--- src/rtl/tap_pkg.sv ---
// Shared JTAG TAP definitions: default widths, instruction opcodes, the
// IDCODE value and the TAP controller state names.
package tap_pkg;

  localparam int          IR_W_DEF       = 4;
  localparam int          USER_W_DEF     = 16;
  localparam logic [31:0] IDCODE_VAL_DEF = 32'h1A2B_3C4D;

  localparam logic [IR_W_DEF-1:0] INSTR_BYPASS = 4'b1111;
  localparam logic [IR_W_DEF-1:0] INSTR_IDCODE = 4'b0010;
  localparam logic [IR_W_DEF-1:0] INSTR_USER   = 4'b1000;

  // Low bits loaded into the IR on capture; upper bits are zero.
  localparam logic [1:0] IR_CAPTURE_LSBS = 2'b01;

  typedef enum logic [3:0] {
    TAP_TEST_LOGIC_RESET,
    TAP_RUN_TEST_IDLE,
    TAP_SELECT_DR_SCAN,
    TAP_CAPTURE_DR,
    TAP_SHIFT_DR,
    TAP_EXIT1_DR,
    TAP_PAUSE_DR,
    TAP_EXIT2_DR,
    TAP_UPDATE_DR,
    TAP_SELECT_IR_SCAN,
    TAP_CAPTURE_IR,
    TAP_SHIFT_IR,
    TAP_EXIT1_IR,
    TAP_PAUSE_IR,
    TAP_EXIT2_IR,
    TAP_UPDATE_IR
  } tap_state_e;

endpackage

--- src/rtl/tap_ir_dr_jtag_shift_reg.sv ---
// jtag_shift_reg: generic JTAG capture/shift register, shifted LSB first.
// Ports:
//   tclk_i, rst_n_i        clock and async active-low reset (clears to 0)
//   clear_i                synchronous clear, highest priority
//   capture_i/capture_val_i parallel load
//   shift_i/tdi_i          shift right, tdi enters at the MSB
//   data_o                 register contents (data_o[0] is the serial out)
// The parallel update register, where one exists, lives with its consumer.
module jtag_shift_reg #(
  parameter int W = 8
) (
  input  logic         tclk_i,
  input  logic         rst_n_i,
  input  logic         clear_i,
  input  logic         capture_i,
  input  logic [W-1:0] capture_val_i,
  input  logic         shift_i,
  input  logic         tdi_i,
  output logic [W-1:0] data_o
);

  logic [W-1:0] data_q, data_d;

  always_comb begin
    data_d = data_q;
    if (clear_i)        data_d = '0;
    else if (capture_i) data_d = capture_val_i;
    else if (shift_i)   data_d = {tdi_i, data_q[W-1:1]};
  end

  always_ff @(posedge tclk_i or negedge rst_n_i) begin
    if (!rst_n_i) data_q <= '0;
    else          data_q <= data_d;
  end

  assign data_o = data_q;

endmodule

--- src/rtl/tap_ir_dr.sv ---
// tap_ir_dr: JTAG instruction register, data-register bank and TDO driver,
// steered by the one-hot state strobes of the TAP controller.
// Ports:
//   tclk, trst            test clock, async active-low reset
//   tdi                   serial in
//   test_logic_reset, capture_/shift_/update_ ir/dr   TAP state strobes
//   tdo, tdo_en           serial out and enable, launched on falling tclk
//   ir_value              active instruction
//   sel_bypass/sel_idcode decoded DR selects
//   user_capture/user_update/user_update_stb   user DR (TAP_USER_DR_EN only)
// Build option: define TAP_USER_DR_EN to add the user DR and INSTR_USER decode;
// without it INSTR_USER falls through to BYPASS.
module tap_ir_dr #(
  parameter int              IR_W         = tap_pkg::IR_W_DEF,
  parameter logic [31:0]     IDCODE_VAL   = tap_pkg::IDCODE_VAL_DEF,
  parameter logic [IR_W-1:0] INSTR_IDCODE = IR_W'(tap_pkg::INSTR_IDCODE)
`ifdef TAP_USER_DR_EN
  ,
  parameter logic [IR_W-1:0] INSTR_USER   = IR_W'(tap_pkg::INSTR_USER),
  parameter int              USER_W       = tap_pkg::USER_W_DEF
`endif
) (
  input  logic              tclk,
  input  logic              trst,
  input  logic              tdi,
  input  logic              test_logic_reset,
  input  logic              capture_dr,
  input  logic              shift_dr,
  input  logic              update_dr,
  input  logic              capture_ir,
  input  logic              shift_ir,
  input  logic              update_ir,
  output logic              tdo,
  output logic              tdo_en,
  output logic [IR_W-1:0]   ir_value,
  output logic              sel_bypass,
  output logic              sel_idcode
`ifdef TAP_USER_DR_EN
  ,
  input  logic [USER_W-1:0] user_capture,
  output logic [USER_W-1:0] user_update,
  output logic              user_update_stb
`endif
);

  localparam logic [IR_W-1:0] IR_CAPTURE = IR_W'(tap_pkg::IR_CAPTURE_LSBS);

  // Strobes should be one-hot; if not, reset beats IR beats DR.
  logic ir_any, dr_ok;
  logic ir_cap, ir_sh, ir_upd, dr_cap, dr_sh;
  assign ir_any = capture_ir | shift_ir | update_ir;
  assign ir_cap = ~test_logic_reset & capture_ir;
  assign ir_sh  = ~test_logic_reset & ~capture_ir & shift_ir;
  assign ir_upd = ~test_logic_reset & ~capture_ir & ~shift_ir & update_ir;
  assign dr_ok  = ~test_logic_reset & ~ir_any;
  assign dr_cap = dr_ok & capture_dr;
  assign dr_sh  = dr_ok & ~capture_dr & shift_dr;

  logic [IR_W-1:0] ir_shift;
  logic [IR_W-1:0] ir_value_q, ir_value_d;
  logic [31:0]     id_shift;
  logic            bypass_q, bypass_d;
  logic            sel_user;
  logic            dr_lsb;
  logic            tdo_q, tdo_d, tdo_en_q, tdo_en_d;

  jtag_shift_reg #(.W(IR_W)) u_ir_shift (
    .tclk_i        (tclk),
    .rst_n_i       (trst),
    .clear_i       (test_logic_reset),
    .capture_i     (ir_cap),
    .capture_val_i (IR_CAPTURE),
    .shift_i       (ir_sh),
    .tdi_i         (tdi),
    .data_o        (ir_shift)
  );

  always_comb begin
    ir_value_d = ir_value_q;
    if (test_logic_reset) ir_value_d = INSTR_IDCODE;
    else if (ir_upd)      ir_value_d = ir_shift;
  end

  always_ff @(posedge tclk or negedge trst) begin
    if (!trst) ir_value_q <= INSTR_IDCODE;
    else       ir_value_q <= ir_value_d;
  end

  assign ir_value   = ir_value_q;
  assign sel_idcode = (ir_value_q == INSTR_IDCODE);
  assign sel_bypass = ~sel_idcode & ~sel_user;

  jtag_shift_reg #(.W(32)) u_id_shift (
    .tclk_i        (tclk),
    .rst_n_i       (trst),
    .clear_i       (1'b0),
    .capture_i     (dr_cap & sel_idcode),
    .capture_val_i (IDCODE_VAL),
    .shift_i       (dr_sh & sel_idcode),
    .tdi_i         (tdi),
    .data_o        (id_shift)
  );

  always_comb begin
    bypass_d = bypass_q;
    if (dr_cap && sel_bypass)     bypass_d = 1'b0;
    else if (dr_sh && sel_bypass) bypass_d = tdi;
  end

  always_ff @(posedge tclk or negedge trst) begin
    if (!trst) bypass_q <= 1'b0;
    else       bypass_q <= bypass_d;
  end

`ifdef TAP_USER_DR_EN
  logic              dr_upd;
  logic [USER_W-1:0] user_shift;
  logic [USER_W-1:0] user_update_q, user_update_d;
  logic              user_stb_q, user_stb_d;

  assign sel_user = (ir_value_q == INSTR_USER);
  assign dr_upd   = dr_ok & ~capture_dr & ~shift_dr & update_dr;

  jtag_shift_reg #(.W(USER_W)) u_user_shift (
    .tclk_i        (tclk),
    .rst_n_i       (trst),
    .clear_i       (1'b0),
    .capture_i     (dr_cap & sel_user),
    .capture_val_i (user_capture),
    .shift_i       (dr_sh & sel_user),
    .tdi_i         (tdi),
    .data_o        (user_shift)
  );

  always_comb begin
    user_update_d = user_update_q;
    user_stb_d    = 1'b0;
    if (dr_upd && sel_user) begin
      user_update_d = user_shift;
      user_stb_d    = 1'b1;
    end
  end

  always_ff @(posedge tclk or negedge trst) begin
    if (!trst) begin
      user_update_q <= '0;
      user_stb_q    <= 1'b0;
    end else begin
      user_update_q <= user_update_d;
      user_stb_q    <= user_stb_d;
    end
  end

  assign user_update     = user_update_q;
  assign user_update_stb = user_stb_q;

  // Only the serial end of the IDCODE register leaves this block.
  logic unused_id_hi;
  assign unused_id_hi = ^id_shift[31:1];
`else
  assign sel_user = 1'b0;

  // Without the user DR, update_dr has nothing to act on.
  logic unused_sigs;
  assign unused_sigs = ^{update_dr, id_shift[31:1]};
`endif

  always_comb begin
    dr_lsb = bypass_q;
    if (sel_idcode) dr_lsb = id_shift[0];
`ifdef TAP_USER_DR_EN
    if (sel_user)   dr_lsb = user_shift[0];
`endif
  end

  // Launch on the falling edge so each bit is stable half a cycle before the
  // rising edge that samples it downstream.
  always_comb begin
    tdo_en_d = shift_ir | shift_dr;
    tdo_d    = 1'b0;
    if (shift_ir)      tdo_d = ir_shift[0];
    else if (shift_dr) tdo_d = dr_lsb;
  end

  always_ff @(negedge tclk or negedge trst) begin
    if (!trst) begin
      tdo_q    <= 1'b0;
      tdo_en_q <= 1'b0;
    end else begin
      tdo_q    <= tdo_d;
      tdo_en_q <= tdo_en_d;
    end
  end

  assign tdo    = tdo_q;
  assign tdo_en = tdo_en_q;

endmodule

--- config.mk ---
export PLATFORM = sky130hd
export DESIGN_NAME = tap_ir_dr
export DESIGN_NICKNAME = d
export VERILOG_FILES = /design/src/rtl/tap_pkg.sv /design/src/rtl/tap_ir_dr_jtag_shift_reg.sv /design/src/rtl/tap_ir_dr.sv
export SDC_FILE = /design/constraint.sdc
export NUM_CORES = 1
export LEC_CHECK = 0
export ABC_AREA = 1
export CAP_MARGIN = 20
export CORE_MARGIN = 2
export CORE_UTILIZATION = 40
export CTS_BUF_LIST = sky130_fd_sc_hd__clkbuf_8
export CTS_CLUSTER_DIAMETER = 120
export CTS_CLUSTER_SIZE = 16
export DETAILED_ROUTE_END_ITERATION = 8
export GPL_TIMING_DRIVEN = 0
export SLEW_MARGIN = 10
export SYNTH_ARGS = -nofsm -noshare
export SYNTH_HDL_FRONTEND = slang
export SYNTH_SLANG_ARGS = --single-unit
--- constraint.sdc ---
create_clock -name tclk -period 1.87 [get_ports tclk]
set_input_delay 0.2805 -clock tclk [delete_from_list [all_inputs] [get_ports tclk]]
set_output_delay 0.2805 -clock tclk [all_outputs]
set_load 0.02 [all_outputs]
# --- Yosys cells after proc, flatten, opt, wreduce, memory -nomap -nowiden ---
# Cells that the tools add are included.
word_totals:
  ff_bits: 43
  latch_bits: 0
  ramBits: 0
  rom_bits: 0
  inputBits: 10
  output_inout_bits: 8
  word_cells: 45
  memories: 0
classes:
  addsub: 0
  mul: 0
  div: 0
  magnitude_cmp: 0
  n_eq_ne: 1
  n_shift: 0
  n_mux: 12
  n_bitwise: 20
  n_reduce_logical: 6
op_table:
  columns: ["op", "count"]
  rows:
  - ["$mux 32", 2]
  - ["$mux 4", 5]
  - ["$and 1x1->1", 11]
  - ["$not 1->1", 6]
  - ["$reduce_bool 2->1", 3]
  - ["$mux 1", 5]
  - ["$eq 4x2->1 const B", 1]
  - ["$or 1x1->1", 3]
  - ["$reduce_bool 3->1", 1]
  - ["$logic_and 1x1->1", 2]

# --- Logic depth before layout (Yosys ltp) ---
# Gate-level depths: netlist of the first run.
depth:
  depth_word: 9
  mapped_depth: 7
  ltp_nobuf: 6

# --- Cells and area by module ---
# Synthesis of the first run repeated with hierarchy kept, for this count alone.
hier_totals:
  hier_cells: 327
  area_unflattened_um2: 2387.3
modules_own_cells:
  columns: ["mod", "instances", "cells_each", "area_per_inst_um2", "seq_area_each_um2"]
  rows:
  - ["jtag_shift_reg (u_id_shift)", 1, 244, 1751.7, 800.8]
  - ["tap_ir_dr", 1, 51, 401.6, 176.4]
  - ["jtag_shift_reg (u_ir_shift)", 1, 32, 234.0, 100.1]

==> insert_results.sql, run 1 <==
INSERT INTO impl_metrics (metric_group, metric, value, unit) VALUES
('critical_path', 'arrival', '1.75', 'ns'),
('cts', 'clock_tree.root_cell', 'sky130_fd_sc_hd__clkbuf_8', ''),
('drt', 'route.detailed.wl_per_inst', '12.7', 'um'),
('sta', 'grt_setup_unrepaired', 'true', ''),
('layout', 'post_layout_nonfiller_instances', '331', ''),
('drt', 'detailroute.via_count', '1582', ''),
('synth', 'number_of_nets_produced_by_synthesis', '241', ''),
('sta', 'final.setup.worst_slack', '-0.157', 'ns'),
('cts', 'later_pin_clock_latency_in_the_skew_report', '0.30', 'ns'),
('sta', 'timing.slew.headroom', '79.2', '%'),
('global_route', 'grt_remaining_overflow', '0', ''),
('critical_path', 'critical_path.n_buffers_inverters', '1', ''),
('pwr', 'power_switching', '0.457', 'mW'),
('pwr', 'p_int', '1.31', 'mW'),
('floorplan', 'dieWidth', '74.2', 'um'),
('floorplan', 'initial_core_util', '41.5', '%'),
('synth', 'postSynth.topFlopCell', 'sky130_fd_sc_hd__dfrtp_1', ''),
('layout', 'num_antenna_cells', '0', ''),
('drt', 'iter_0_drt_violations', '57', ''),
('placed_design', 'gpl.final_weighted_congestion', '0.785', ''),
('synth', 'synth_seq_cells', '43', ''),
('drt', 'ant_nets', '0', ''),
('synth', 'synth.yosys.warnings', '0', ''),
('placed_design', 'postPlaceCellArea', '2250', 'um^2'),
('cts', 'clock_tree_from_tritoncts', 'done', ''),
('global_route', 'grt_pass1_vias', '1470', ''),
('cts', 'h-tree-depth', '2', ''),
('pwr', 'peakVddDrop', '0.341', 'mV'),
('pwr', 'power_frac_clock', '31.1', '%'),
('synth', 'synth_cell_types', '22', ''),
('sta', 'tightestPinTransition', '0.312', 'ns'),
('critical_path', 'cpMaxStageDelayCell', 'sky130_fd_sc_hd__dfrtn_1', ''),
('synth', 'synth_edf_count', '0', ''),
('pwr', 'sw_frac_of_total', '25.9', '%'),
('critical_path', 'cpLargestDelayFamily', 'flip-flops', ''),
('drt', 'drt_first_pass_iters', '4', ''),
('synth', 'synthesis.area_per_instance', '8.54', 'um^2'),
('pwr', 'pwr-share-seq', '56.2', '%'),
('status', 'violated_checks', 'setup timing', ''),
('global_route', 'grt_usage', '16.8', '%'),
('drt', 'via_per_inst', '4.78', ''),
('critical_path', 'crit_required', '1.59', 'ns'),
('drt', 'route.detailed.drc', '0', ''),
('critical_path', 'path_class', 'register to output pin', ''),
('pwr', 'power.density_cell_area', '729', 'nW/um^2'),
('synth', 'postSynthCellCount', '231', ''),
('critical_path', 'critical_path_depth', '1', ''),
('pwr', 'static_power_due_to_leakage', '1.31', 'nW'),
('synth', 'async_flop_share', '100', '%'),
('sta', 'final-max-slew-violation-count', '0', ''),
('floorplan', 'num_io_pins', '18', ''),
('layout', 'area_growth', '22.6', '%'),
('placed_design', 'place.detailed.hpwl', '2810', 'um'),
('synth', 'portion_of_the_post_synthesis_area_used_by_sequential_elements', '54.6', '%'),
('sta', 'final-setup-viol-count', '3', ''),
('status', 'outcome', 'finished, violations left', ''),
('worst_hold_path', 'type_of_the_worst_min_delay_path', 'input port to asynchronous set/reset pin', ''),
('layout', 'layout.cell_area.non_filler', '2420', 'um^2'),
('floorplan', 'fp.dieArea', '5510', 'um^2'),
('floorplan', 'row_count', '25', ''),
('floorplan', 'std_cell_core_area', '4750', 'um^2'),
('critical_path', 'crit_fanout', '1', ''),
('critical_path', 'timing.rr.start', 'ir_value[1]', ''),
('critical_path', 'cp_cell_sequence', 'buf_6', ''),
('critical_path', 'crit_end', 'tdo_en', ''),
('cts', 'cts.sink_count', '43', ''),
('sta', 'timing_hold_violations_final', '0', ''),
('sta', 'timing.clock.skew', '0.00740', 'ns'),
('global_route', 'grt_pass1_wl', '6890', 'um'),
('global_route', 'antenna_found_initial', '0', ''),
('placed_design', 'portBuffers', '16', '');
layer usage:
layer  GRT usage [%]  wire (um)  vias to the layer above
met5               0          0                        -
met4            6.15         76                        0
met3            4.34         99                        8
met2            25.6       1880                       19
met1            23.2       2140                      751
li1                -          -                      804
state kept, by name (all words and copies together) (netlist names):
signal             flops
bypass_q               1
u_ir_shift.data_o      4
tdo                    1
tdo_en                 1
u_id_shift.data_o     32
ir_value               4
kinds of logic (layout without fill, tap and decap cells):
family / after synthesis / in the layout / synth area share (%)
simple gates: 135 / 135 / 31.1
buf+inv: 37 / 70 / 8.94
compound gates: 16 / 16 / 5.39
flops: 43 / 43 / 54.6
worst min-delay path by stage:
stage	to
detailed placement	u_id_shift.data_o[7]
CTS	u_id_shift.data_o[11]
global placement	u_id_shift.data_o[15]
global route	u_id_shift.data_o[13]
finish	u_id_shift.data_o[11]
floorplan	bypass_q
power by group through the flow:
stage / logic, mW / clock network (mW) / registers (mW)
floorplan: 0.105 / 0 / 1.01
finish: 0.223 / 0.549 / 0.992
global placement: 0.197 / 0 / 1.01
CTS: 0.223 / 0.569 / 0.991
detailed placement: 0.202 / 0 / 1.01
global route: 0.247 / 0.611 / 0.995
through the flow:
stage	worst slack, ns	setup TNS (ns)	util (%)	total power, mW	hold slack, ns
after global routing	-0.177	-0.517	50.9	1.85	0.451
after global placement	-1.51	-32.49	47.1	1.21	0.454
final	-0.157	-0.421	50.9	1.76	0.432
after detailed placement	-0.406	-1.63	47.4	1.21	0.262
after floorplan	-0.166	-0.166	-	1.12	-0.0151
after CTS	-0.169	-0.451	50.6	1.78	0.477
cell usage after synthesis (2+ instances only):
library cell	n	area share, %
sky130_fd_sc_hd__nor2_4	2	1.1
sky130_fd_sc_hd__buf_6	3	1.7
sky130_fd_sc_hd__a21oi_1	2	0.51
sky130_fd_sc_hd__nand4_1	18	5.7
sky130_fd_sc_hd__buf_4	2	0.76
sky130_fd_sc_hd__nand3_1	18	4.6
sky130_fd_sc_hd__inv_1	25	4.8
sky130_fd_sc_hd__nor2_1	6	1.1
sky130_fd_sc_hd__dfrtn_1	2	2.5
sky130_fd_sc_hd__nand2_1	88	17
sky130_fd_sc_hd__o21ai_0	6	1.5
sky130_fd_sc_hd__dfrtp_1	40	51
sky130_fd_sc_hd__o22ai_1	3	0.95
sky130_fd_sc_hd__o211ai_1	3	1.1
sky130_fd_sc_hd__buf_2	6	1.5
cells in the final DEF, fill, tap and decap left out, types with 4 or more instances in the layout:
cell                               n
sky130_fd_sc_hd__buf_2             5
sky130_fd_sc_hd__buf_4             8
sky130_fd_sc_hd__buf_6             7
sky130_fd_sc_hd__clkbuf_8          5
sky130_fd_sc_hd__clkdlybuf4s50_1  10
sky130_fd_sc_hd__dfrtp_1          39
sky130_fd_sc_hd__inv_1            26
sky130_fd_sc_hd__nand2_1          86
sky130_fd_sc_hd__nand3_1          17
sky130_fd_sc_hd__nand4_1          18
sky130_fd_sc_hd__nor2_1            5
sky130_fd_sc_hd__o21ai_0           4
final cells by class:
cell class | instances | area, um^2
buffer | 11 | 81.3
clock buffer | 5 | 68.8
clock inverter | 3 | 11.3
fill | 457 | 2340
inverter | 26 | 97.6
multi-input combinational | 151 | 748
sequential | 43 | 1080
tap | 67 | 83.8
timing repair buffer | 25 | 249
repair_timing:
action | CTS | global route
endpoints found under the setup margin | 5 | 6
pin swaps | 2 | 1
setup buffers | 6 | 1
hold buffers | 1 | 0
endpoints found under the hold margin | 18 | 0
resized for setup | 24 | 3
No activity file was read; power rests on OpenSTA's default activity.
==> run 2, diff against run 1 <==
--- a/config.mk
+++ b/config.mk
@@ -5,7 +5,7 @@
 export SDC_FILE = /design/constraint.sdc
 export NUM_CORES = 1
 export LEC_CHECK = 0
-export ABC_AREA = 1
+export ABC_AREA = 0
 export CAP_MARGIN = 20
 export CORE_MARGIN = 2
 export CORE_UTILIZATION = 40
@@ -14,6 +14,7 @@
 export CTS_CLUSTER_SIZE = 16
 export DETAILED_ROUTE_END_ITERATION = 8
 export GPL_TIMING_DRIVEN = 0
+export SKIP_LAST_GASP = 1
 export SLEW_MARGIN = 10
 export SYNTH_ARGS = -nofsm -noshare
 export SYNTH_HDL_FRONTEND = slang
==> run 2 against run 1 <==
Routed wire length rose by 0.26%; the flow still finishes with violations (setup timing); largest power group unchanged; design area rose by 8.4%; critical path type is now register to register; register-to-register slack got worse by 0.42 ns.
==> insert_results.sql, run 2 <==
INSERT INTO impl_metrics (metric_group, metric, value, unit) VALUES
('critical_path', 'crit_fanout', '2', ''),
('synth', 'synth-compound-area-share', '11.2', '%'),
('cts', 'cts_buffers', '5', ''),
('placed_design', 'portBuffers', '12', ''),
('synth', 'post_synthesis_xor_xnor_area_fraction', '0', '%'),
('placed_design', 'gpl.final_weighted_congestion', '0.702', ''),
('worst_hold_path', 'worstHoldStart', 'test_logic_reset', ''),
('layout', 'area_growth', '27.2', '%'),
('critical_path', 'path_class', 'register to register', ''),
('layout', 'post-route-util', '52.0', '%'),
('critical_path', 'cpLargestDelayFamily', 'flip-flops', ''),
('layout', 'layout_common_cells', 'sky130_fd_sc_hd__dfrtp_1 (40), sky130_fd_sc_hd__a21oi_1 (23), sky130_fd_sc_hd__mux2i_1 (20)', ''),
('drt', 'route.detailed.drc', '0', ''),
('cts', 'h-tree-depth', '2', ''),
('drt', 'ant_nets', '0', ''),
('pwr', 'report.power.total', '2.82', 'mW'),
('synth', 'postSynthCellCount', '167', ''),
('synth', 'synthTopCellsByCount', 'sky130_fd_sc_hd__dfrtp_1 (40), sky130_fd_sc_hd__a21oi_1 (23), sky130_fd_sc_hd__mux2i_1 (22)', ''),
('global_route', 'grt_pass1_vias', '1320', ''),
('drt', 'iter_0_drt_violations', '83', ''),
('sta', 'timing.clock.skew', '0.00428', 'ns'),
('floorplan', 'dieWidth', '75.8', 'um'),
('synth', 'synthesis.area_per_instance', '12.3', 'um^2'),
('global_route', 'antenna_found_initial', '0', ''),
('global_route', 'grt_max_degree', '28', ''),
('synth', 'synth_seq_cells', '43', ''),
('global_route', 'grt_usage', '16.9', '%'),
('floorplan', 'num_io_pins', '18', ''),
('critical_path', 'timing.rr.start', 'ir_value[1]', ''),
('cts', 'clock_tree.root_cell', 'sky130_fd_sc_hd__clkbuf_8', ''),
('synth', 'netlist.area_leader.share', '48.6', '%'),
('pwr', 'p_int', '2.04', 'mW'),
('worst_hold_path', 'type_of_the_worst_min_delay_path', 'input port to register', ''),
('layout', 'drive_above_1_share', '28.7', '%'),
('pwr', 'power_switching', '0.783', 'mW'),
('pwr', 'power_frac_clock', '22.8', '%'),
('critical_path', 'regToRegEndpoint', 'tdo', ''),
('cts', 'cts.sink_count', '43', ''),
('pwr', 'peakVddDrop', '0.490', 'mV'),
('sta', 'final-setup-viol-count', '38', ''),
('synth', 'synth.yosys.warnings', '0', ''),
('sta', 'grt_setup_unrepaired', 'true', ''),
('global_route', 'grt_pass1_wl', '6800', 'um'),
('synth', 'synth_area_leader_cell', 'sky130_fd_sc_hd__dfrtp_1', ''),
('layout', 'mostFrequentLayoutCell', 'sky130_fd_sc_hd__dfrtp_1', ''),
('floorplan', 'initial_core_util', '40.9', '%'),
('floorplan', 'row_count', '26', ''),
('layout', 'num_antenna_cells', '0', ''),
('critical_path', 'reg2reg_slack', '-0.53', 'ns'),
('worst_hold_path', 'worst_hold_depth', '2', ''),
('drt', 'route.detailed.wl_per_inst', '15.5', 'um'),
('synth', 'synth_cell_types', '30', ''),
('synth', 'cell_types_occupying_the_most_area_after_synthesis', 'sky130_fd_sc_hd__dfrtp_1 (49%), sky130_fd_sc_hd__mux2_4 (11%), sky130_fd_sc_hd__mux2i_1 (11%)', ''),
('critical_path', 'arrival', '1.61', 'ns'),
('synth', 'largest_family_of_logic_cells_by_synthesized_area', 'multiplexers', ''),
('sta', 'tightestPinTransition', '0.521', 'ns'),
('sta', 'final.setup.worst_slack', '-0.528', 'ns'),
('synth', 'synth_simple_gate_area_share', '5.65', '%'),
('cts', 'longest_clk_path_bufs', '2', ''),
('synth', 'async_flop_share', '100', '%'),
('drt', 'detailroute.via_count', '1327', ''),
('sta', 'timing_hold_violations_final', '0', ''),
('cts', 'reg_clk_slew_reported_paths', '0.08', 'ns'),
('critical_path', 'worst_setup_path_start_kind', 'register', ''),
('synth', 'postSynth.topFlopCell', 'sky130_fd_sc_hd__dfrtp_1', ''),
('synth', 'synth_edf_count', '0', ''),
('sta', 'timing.slew.headroom', '65.3', '%'),
('synth', 'synth.mux.area_fraction', '22.7', '%'),
('synth', 'synth.most_common_cell', 'sky130_fd_sc_hd__dfrtp_1', ''),
('critical_path', 'worst_setup_path_end_kind', 'register', ''),
('pwr', 'pwr-share-seq', '49.7', '%'),
('layout', 'largest_reg_flops', '32', ''),
('synth', 'portion_of_the_post_synthesis_area_used_by_sequential_elements', '52.3', '%'),
('critical_path', 'crit_required', '1.08', 'ns'),
('sta', 'worst_hold_slack', '0.372', 'ns'),
('pwr', 'power.density_cell_area', '1080', 'nW/um^2'),
('placed_design', 'place.detailed.hpwl', '2680', 'um'),
('pwr', 'static_power_due_to_leakage', '1.17', 'nW'),
('drt', 'drt_first_pass_iters', '4', ''),
('synth', 'synth_fa_ha_area_share', '0', '%'),
('global_route', 'grt_remaining_overflow', '0', ''),
('critical_path', 'reg2reg_depth', '4', ''),
('critical_path', 'critical_path.max_stage_delay', '0.53', 'ns'),
('pwr', 'pwr-share-comb', '27.5', '%'),
('sta', 'final-max-slew-violation-count', '0', ''),
('floorplan', 'fp.dieArea', '5740', 'um^2'),
('synth', 'netlist_area_pre_place', '2060', 'um^2'),
('cts', 'later_pin_clock_latency_in_the_skew_report', '0.30', 'ns'),
('run', 'maxCapViolCount', '0', ''),
('drt', 'via_per_inst', '4.88', ''),
('drt', 'finalWirelength', '4210', 'um'),
('critical_path', 'cpMaxStageDelayCell', 'sky130_fd_sc_hd__dfstp_2', ''),
('layout', 'final_net_count', '211', ''),
('synth', 'number_of_nets_produced_by_synthesis', '177', ''),
('critical_path', 'cp_cell_sequence', 'or4b_4 -> clkinv_4 -> mux2i_1 -> o21ai_1', ''),
('worst_hold_path', 'holdPathEnd', 'u_ir_shift.data_o[0]', ''),
('floorplan', 'floorplan.die.height', '75.8', 'um'),
('status', 'outcome', 'finished, violations left', ''),
('floorplan', 'std_cell_core_area', '5040', 'um^2'),
('cts', 'clock_tree_from_tritoncts', 'done', ''),
('pwr', 'sw_frac_of_total', '27.8', '%'),
('status', 'violated_checks', 'setup timing', ''),
('critical_path', 'critical_path.n_buffers_inverters', '1', '');
run 2: final cells by class:
cell class / count / area (um^2)
multi-input combinational: 94 / 831
clock inverter: 1 / 3.75
fill: 440 / 2420
inverter: 16 / 65.1
sequential: 43 / 1080
buffer: 13 / 92.6
clock buffer: 7 / 96.3
timing repair buffer: 28 / 368
tap: 70 / 87.6
run 2: how the worst max path moves through the flow:
stage	startpoint	to	slack [ns]	depth (start not counted)
finish	ir_value[1]	tdo	-0.53	4
floorplan	ir_value[1]	tdo	-0.69	4
detailed placement	ir_value[1]	tdo	-0.58	4
global placement	trst	tdo	-1.38	1
CTS	ir_value[1]	tdo	-0.53	4
global route	ir_value[1]	tdo	-0.59	4
run 2: kinds of logic after synthesis:
family	count (synthesis)
simple gates	17
flops	43
compound gates	38
buf+inv	30
mux	39
run 2: power groups by stage:
stage                     combinational [mW]  clock [mW]  sequential [mW]
after floorplan                        0.585           0             1.37
after global placement                 0.705           0             1.40
after detailed placement               0.732           0             1.41
after CTS                              0.758       0.659             1.40
after global routing                   0.866       0.715             1.43
final                                  0.777       0.643             1.40
run 2: what timing repair did:
action | 4_1_cts | 5_1_grt
setup buffers | 8 | 5
pin swaps | 0 | 0
resized for setup | 15 | 16
gates cloned | 2 | 0
hold buffers | 1 | 0
hold endpoints to repair | 16 | 0
endpoints found under the setup margin | 26 | 40
run 2: worst register-to-register path, cell delays in order (launching register included):
cell and delay [ns]:
sky130_fd_sc_hd__dfstp_2 0.53, sky130_fd_sc_hd__or4b_4 0.48, sky130_fd_sc_hd__clkinv_4 0.07, sky130_fd_sc_hd__mux2i_1 0.17, sky130_fd_sc_hd__o21ai_1 0.07
run 2: stage by stage:
stage | cells | instance area [um^2] | setup slack, ns | setup TNS, ns
2_1_floorplan | 167 | 2070 | -0.688 | -4.53
3_3_place_gp | 249 | 2280 | -1.38 | -29.52
3_5_place_dp | 250 | 2300 | -0.582 | -4.32
4_1_cts | 269 | 2580 | -0.535 | -9.28
5_1_grt | 272 | 2620 | -0.586 | -14.31
6_report | 272 | 2620 | -0.528 | -11.76
run 2: per-layer routing:
layer  share of wire (%)  wire, um  global-route usage (%)
met3                 2.4       101                    6.35
met4                 1.1        46                    4.68
met5                   0         0                       0
met2                  47      2000                    24.6
met1                  49      2060                    23.6
==> run 3, diff against run 2 <==
--- a/config.mk
+++ b/config.mk
@@ -13,6 +13,7 @@
 export CTS_CLUSTER_DIAMETER = 120
 export CTS_CLUSTER_SIZE = 16
 export DETAILED_ROUTE_END_ITERATION = 8
+export GPL_ROUTABILITY_DRIVEN = 0
 export GPL_TIMING_DRIVEN = 0
 export SKIP_LAST_GASP = 1
 export SLEW_MARGIN = 10
==> results of run 3 <==
Final layout, timing and power as in run 2 (identical DEF).
